===== config.mk =====
export PLATFORM = sky130hd
export DESIGN_NAME = conv_encoder_stream
export DESIGN_NICKNAME = d
export VERILOG_FILES = /design/src/rtl/conv_encoder_stream.sv
export SDC_FILE = /design/constraint.sdc
export NUM_CORES = 1
export LEC_CHECK = 0
export CELL_PAD_IN_SITES_DETAIL_PLACEMENT = 0
export CELL_PAD_IN_SITES_GLOBAL_PLACEMENT = 1
export CORE_MARGIN = 1
export CORE_UTILIZATION = 42
export DETAILED_ROUTE_END_ITERATION = 10
export PLACE_DENSITY_LB_ADDON = 0.1
export SLEW_MARGIN = 0
export SYNTH_ARGS = -nofsm -noshare
export SYNTH_HDL_FRONTEND = slang
export SYNTH_SLANG_ARGS = --single-unit

===== constraint.sdc =====
create_clock -name clk -period 2.9 [get_ports clk]
set_clock_uncertainty 0.15 [all_clocks]
set_input_delay 0.58 -clock clk [delete_from_list [all_inputs] [get_ports clk]]
set_output_delay 0.58 -clock clk [all_outputs]
set_load 0.005 [all_outputs]

===== src/rtl/conv_encoder_stream.sv =====
`default_nettype none
// ============================================================================
// Module   : conv_encoder_stream
// Brief    : Frame-based streaming convolutional encoder with runtime K and
//            rate 1/2 or 1/3, valid/ready on both sides and zero-tail flush.
// Revision : 1.0 - initial release
// ============================================================================
module conv_encoder_stream #(
  parameter int MAX_K    = 9,
  parameter int MAX_RATE = 3,
  parameter int KW       = 4
) (
  input  logic                      clk,
  input  logic                      rst,
  input  logic [KW-1:0]             i_cfg_k,
  input  logic                      i_cfg_rate,
  input  logic [MAX_RATE*MAX_K-1:0] i_gen_poly,
  input  logic                      i_start,
  input  logic                      i_bit,
  input  logic                      i_valid,
  input  logic                      i_last,
  output logic                      o_ready,
  output logic [MAX_RATE-1:0]       o_sym,
  output logic                      o_sym_valid,
  output logic                      o_sym_tail,
  input  logic                      i_sym_ready,
  output logic                      o_busy,
  output logic                      o_done,
  output logic                      o_err
);

  localparam int SRW = MAX_K - 1;
  localparam int PW  = MAX_RATE * MAX_K;

  typedef enum logic [1:0] {
    S_IDLE  = 2'd0,
    S_RUN   = 2'd1,
    S_FLUSH = 2'd2,
    S_DRAIN = 2'd3
  } state_t;

  state_t                state_q, state_d;
  logic [SRW-1:0]        sr_q, sr_d;
  logic [KW-1:0]         k_q, k_d;
  logic [KW-1:0]         tail_cnt_q, tail_cnt_d;
  logic                  rate_q, rate_d;
  logic [PW-1:0]         poly_q, poly_d;
  logic [MAX_RATE-1:0]   sym_q, sym_d;
  logic                  sym_valid_q, sym_valid_d;
  logic                  sym_tail_q, sym_tail_d;
  logic                  done_q, done_d;
  logic                  err_q, err_d;

  logic                  load_ok;
  logic                  accept;
  logic                  k_legal;
  logic                  enc_bit;
  logic [MAX_K-1:0]      tap_mask;
  logic [MAX_K-1:0]      enc_vec;
  logic [MAX_RATE-1:0]   enc_sym;

  // The output register may load when it is empty or being emptied this cycle.
  assign load_ok = !sym_valid_q || i_sym_ready;
  assign accept  = (state_q == S_RUN) && i_valid && load_ok;
  assign k_legal = (i_cfg_k >= KW'(3)) && (i_cfg_k <= KW'(MAX_K));
  assign enc_bit = (state_q == S_RUN) ? i_bit : 1'b0;
  assign enc_vec = {sr_q, enc_bit};

  always_comb begin
    tap_mask = '0;
    for (int i = 0; i < MAX_K; i++) begin
      tap_mask[i] = (i < int'(k_q));
    end
  end

  // Third polynomial only contributes at rate 1/3.
  always_comb begin
    enc_sym = '0;
    for (int j = 0; j < MAX_RATE; j++) begin
      if (j < 2 || (j == 2 && rate_q)) begin
        enc_sym[j] = ^(enc_vec & tap_mask & poly_q[j*MAX_K +: MAX_K]);
      end
    end
  end

  always_comb begin
    state_d     = state_q;
    sr_d        = sr_q;
    k_d         = k_q;
    rate_d      = rate_q;
    poly_d      = poly_q;
    tail_cnt_d  = tail_cnt_q;
    sym_d       = sym_q;
    sym_valid_d = sym_valid_q;
    sym_tail_d  = sym_tail_q;
    done_d      = 1'b0;
    err_d       = 1'b0;

    if (sym_valid_q && i_sym_ready) begin
      sym_valid_d = 1'b0;
      sym_tail_d  = 1'b0;
    end

    case (state_q)
      S_IDLE: begin
        if (i_start) begin
          if (k_legal) begin
            k_d        = i_cfg_k;
            rate_d     = i_cfg_rate;
            poly_d     = i_gen_poly;
            sr_d       = '0;
            tail_cnt_d = '0;
            state_d    = S_RUN;
          end else begin
            err_d = 1'b1;
          end
        end
      end
      S_RUN: begin
        if (accept) begin
          sym_d       = enc_sym;
          sym_valid_d = 1'b1;
          sym_tail_d  = 1'b0;
          sr_d        = {sr_q[SRW-2:0], enc_bit};
          if (i_last) begin
            state_d    = S_FLUSH;
            tail_cnt_d = k_q - KW'(1);
          end
        end
      end
      S_FLUSH: begin
        if (load_ok) begin
          sym_d       = enc_sym;
          sym_valid_d = 1'b1;
          sym_tail_d  = 1'b1;
          sr_d        = {sr_q[SRW-2:0], enc_bit};
          tail_cnt_d  = (tail_cnt_q != '0) ? tail_cnt_q - KW'(1) : '0;
          if (tail_cnt_q <= KW'(1)) begin
            state_d = S_DRAIN;
          end
        end
      end
      S_DRAIN: begin
        if (sym_valid_q && i_sym_ready) begin
          done_d  = 1'b1;
          sr_d    = '0;
          state_d = S_IDLE;
        end
      end
      default: state_d = S_IDLE;
    endcase
  end

  always_ff @(posedge clk or posedge rst) begin
    if (rst) begin
      state_q     <= S_IDLE;
      sr_q        <= '0;
      k_q         <= '0;
      rate_q      <= 1'b0;
      poly_q      <= '0;
      tail_cnt_q  <= '0;
      sym_q       <= '0;
      sym_valid_q <= 1'b0;
      sym_tail_q  <= 1'b0;
      done_q      <= 1'b0;
      err_q       <= 1'b0;
    end else begin
      state_q     <= state_d;
      sr_q        <= sr_d;
      k_q         <= k_d;
      rate_q      <= rate_d;
      poly_q      <= poly_d;
      tail_cnt_q  <= tail_cnt_d;
      sym_q       <= sym_d;
      sym_valid_q <= sym_valid_d;
      sym_tail_q  <= sym_tail_d;
      done_q      <= done_d;
      err_q       <= err_d;
    end
  end

  assign o_ready     = (state_q == S_RUN) && load_ok;
  assign o_sym       = sym_q;
  assign o_sym_valid = sym_valid_q;
  assign o_sym_tail  = sym_tail_q;
  assign o_busy      = (state_q != S_IDLE);
  assign o_done      = done_q;
  assign o_err       = err_q;

endmodule
`default_nettype wire


==> qor.csv <==
stage;metric;value;unit
pwr;Leak;1.567;nW
drt;drc violations;7;
clock_tree;clock buffer depth;2;
timing;final hold viol count;0;
worst_setup_path;CP required;2.17;ns
grt;grt ovf;0;
die;Die Y;84.27;um
logic_synthesis;most frequent cell after synthesis;dfrtp_1;
final_layout;ant diodes;0;
logic_synthesis;post-synthesis sequential area ratio;0.4665;
placed_design;dpl ws;0.3553;ns
worst_setup_path;WP data arrival;2.00;ns
final_layout;area of the multi-input gates;1384;um2
grt;largest net degree at the start of global routing;33;
die;Site Rows;29;
grt;first-pass GRT wire length;10420;um
clock_tree;post-CTS setup buffer count;0;
die;Core Footprint;6459;um2
logic_synthesis;top cell type's share of synthesized area;0.4665;
clock_tree;root buffer cell;clkbuf_8;
logic_synthesis;Ys Warns;0;
timing;unrepaired setup endpoints after global routing;no;
worst_setup_path;CP Max Fanout;8;
timing;Worst-Margin Slew;0.6211;ns
grt;vias in the first global route;2132;
die;io pins;48;
clock_tree;TritonCTS Sinks;53;
final_layout;share of cells above drive strength 1;0.1656;
logic_synthesis;Post-synth EDFFs;0;
grt;initial antenna violation count;0;
clock_tree;clock latency on the worst-skew pair;0.31;ns
placed_design;detailed placement HPWL;4521;um
drt;Initial DRT Pass Iterations;7;
drt;Iteration-0 DRC Markers;136;
clock_tree;htree depth;2;
clock_tree;post-CTS sizing;0;
placed_design;placed cell count;377;
drt;ANT nets after route;0;
worst_setup_path;critical path type;reg -> out;
placed_design;Buffers on Ports;47;
worst_setup_path;reg2reg end;o_sym[0];
worst_hold_path;Worst Hold Class;reg -> reg;
final_layout;final instance area;3515;um2
placed_design;RD Place Congestion;0.7784;
timing;worst setup margin;0.1671;ns
logic_synthesis;predominant post-synthesis flop cell;dfrtp_1;
timing;slew margin rel.;0.5807;
logic_synthesis;library cells used by synthesis;45;
outcome;status;complete, but fails checks;
logic_synthesis;top post-synthesis cells by area;dfrtp_1 (47%), mux2_2 (12%), xnor2_1 (5.9%), ha_1 (4.0%), o21ai_0 (2.6%);
worst_hold_path;Hold Path End;poly_q[24];
clock_tree;Clock Pin Slew Worst Setup and Hold Paths;0.10;ns
timing;fin crit share;0.9424;
final_layout;NumNets Final;355;
final_layout;FF/Latch Area;1326;um2
worst_setup_path;worst r2r src;k_q[0];
outcome;failing checks;design-rule violations;
timing;setup tns final;0;ns
timing;min Tclk post-route;2.733;ns
worst_setup_path;Critical Path End Type;output pin;
logic_synthesis;Yosys reg bits;53;
worst_setup_path;Reg2Reg Depth;6;
logic_synthesis;post-synthesis net count;307;
worst_hold_path;Worst Hold Path Cells;1;
pwr;pwr/cell area;365.9;nW/um2
pwr;worst vdd ir;0.1972;mV
clock_tree;hold_buf cts;0;
worst_setup_path;setup slack, reg-to-reg;0.39;ns
grt;gr usage total;0.1859;
final_layout;Finished Layout Cells;385;
drt;Routed WL;6139;um
timing;final setup fails;0;
logic_synthesis;largest area contributor in the netlist;dfrtp_1;
clock_tree;CTS buffer count;5;
logic_synthesis;Post-synth top cells;dfrtp_1 (53), mux2_2 (31), inv_1 (19), xnor2_1 (19), o21ai_0 (15);
logic_synthesis;Avg Cell Area, Syn;10.98;um2
die;die width;84.27;um
die;initial core utilization;0.4401;
drt;routed vias;2099;
worst_hold_path;min-delay src;poly_q[24];
logic_synthesis;Async SR Flop Fraction;1.000;
timing;max-slew violation count;0;
drt;Vias/cell;5.452;
clock_tree;CTS tree;done;
die;Die ar.;7101;um2
logic_synthesis;synthesized cell area;2843;um2
drt;Avg WL per Cell;15.95;um
run;max_cap viols;0;
logic_synthesis;synthesized instance count;259;
worst_setup_path;CP Launch Type;flop;
placed_design;placed inst area;3418;um2
timing;fmax;365.9;MHz
final_layout;Layout area overhead;23.64;%
final_layout;filler instances;588;
-- worst max-delay path by stage --
| stage | from | to | slack [ns] | cells after the start |
|---|---|---|---|---|
| after floorplan | k_q[0] | o_sym[0] | 0.73 | 8 |
| after global placement | k_q[0] | o_sym[0] | 0.36 | 6 |
| after detailed placement | i_bit | o_sym[0] | 0.36 | 6 |
| after CTS | state_q[1] | o_ready | 0.15 | 5 |
| after global routing | state_q[1] | o_ready | 0.03 | 5 |
| final | state_q[1] | o_ready | 0.17 | 5 |
-- cells in the final DEF, fill, tap and decap left out, types with 4 or more instances in the layout --
cell | netlist | final
buf_4 | 2 | 4
nand4_1 | 7 | 7
clkbuf_8 | 0 | 6
nor3_1 | 4 | 4
ha_1 | 9 | 9
a22o_1 | 4 | 4
mux2_2 | 31 | 31
inv_1 | 19 | 18
clkdlybuf4s50_1 | 0 | 47
o21ai_0 | 15 | 15
a21oi_1 | 9 | 9
nand3_1 | 14 | 14
xnor2_1 | 19 | 19
nand2_1 | 13 | 13
dfrtp_1 | 53 | 53
nor2_1 | 5 | 4
-- final cells by class --
cell class	count	area share
multi-input cells	175	0.3937
flip-flops and latches	53	0.3774
repair buffers	53	0.1538
well taps	77	0.02741
clock buffers	6	0.02350
inverters	19	0.02029
clock inverters	2	0.003916
-- critical path, stage by stage, from the launching register on --
cell and delay (ns):
dfrtp_1 0.41, inv_1 0.12, ha_1 0.30, inv_1 0.20, a21oi_1 0.15, clkdlybuf4s50_1 0.51
-- where the power goes --
part	switching, W	total [W]	internal, W
clock	0.000255	0.000449	0.000194
combinational	0.0000305	0.0000829	0.0000524
sequential	0.00000994	0.000754	0.000744
-- flip-flops by register name (all words and copies together) (netlist names), 2 cells and up --
signal	count
state_q	2
poly_q	27
k_q	4
o_sym	3
tail_cnt_q	4
sr_q	8
-- metal layers --
layer | track usage | part of all wire | vias up
met4 | 0.04859 | 0.0088 | 0
met5 | 0 | 0 | -
li1 | - | - | 1029
met2 | 0.2921 | 0.46 | 49
met3 | 0.03540 | 0.038 | 5
met1 | 0.2645 | 0.49 | 1016
-- logic make-up (layout without fill, tap and decap cells) --
group,count (synthesis),in the layout,synth area share
AO/OA/AOI/OAI,58,58,0.1435
flip-flops,53,53,0.4665
AND/OR/NAND/NOR,51,51,0.09156
multiplexers,35,35,0.1386
buffers and inverters,31,80,0.04753
XOR/XNOR,22,22,0.07262
adder cells (fa/ha/maj),9,9,0.03961
-- per-stage QoR --
step	power (W)	util	hold WS (ns)
2_1_floorplan	0.0007856	-	0.3247
3_3_place_gp	0.0008523	0.5293	0.3443
3_5_place_dp	0.0008531	0.5293	0.3466
4_1_cts	0.001300	0.5442	0.3705
5_1_grt	0.001334	0.5442	0.3810
6_report	0.001286	0.5442	0.3697
Power figures use the tool's default switching activity.
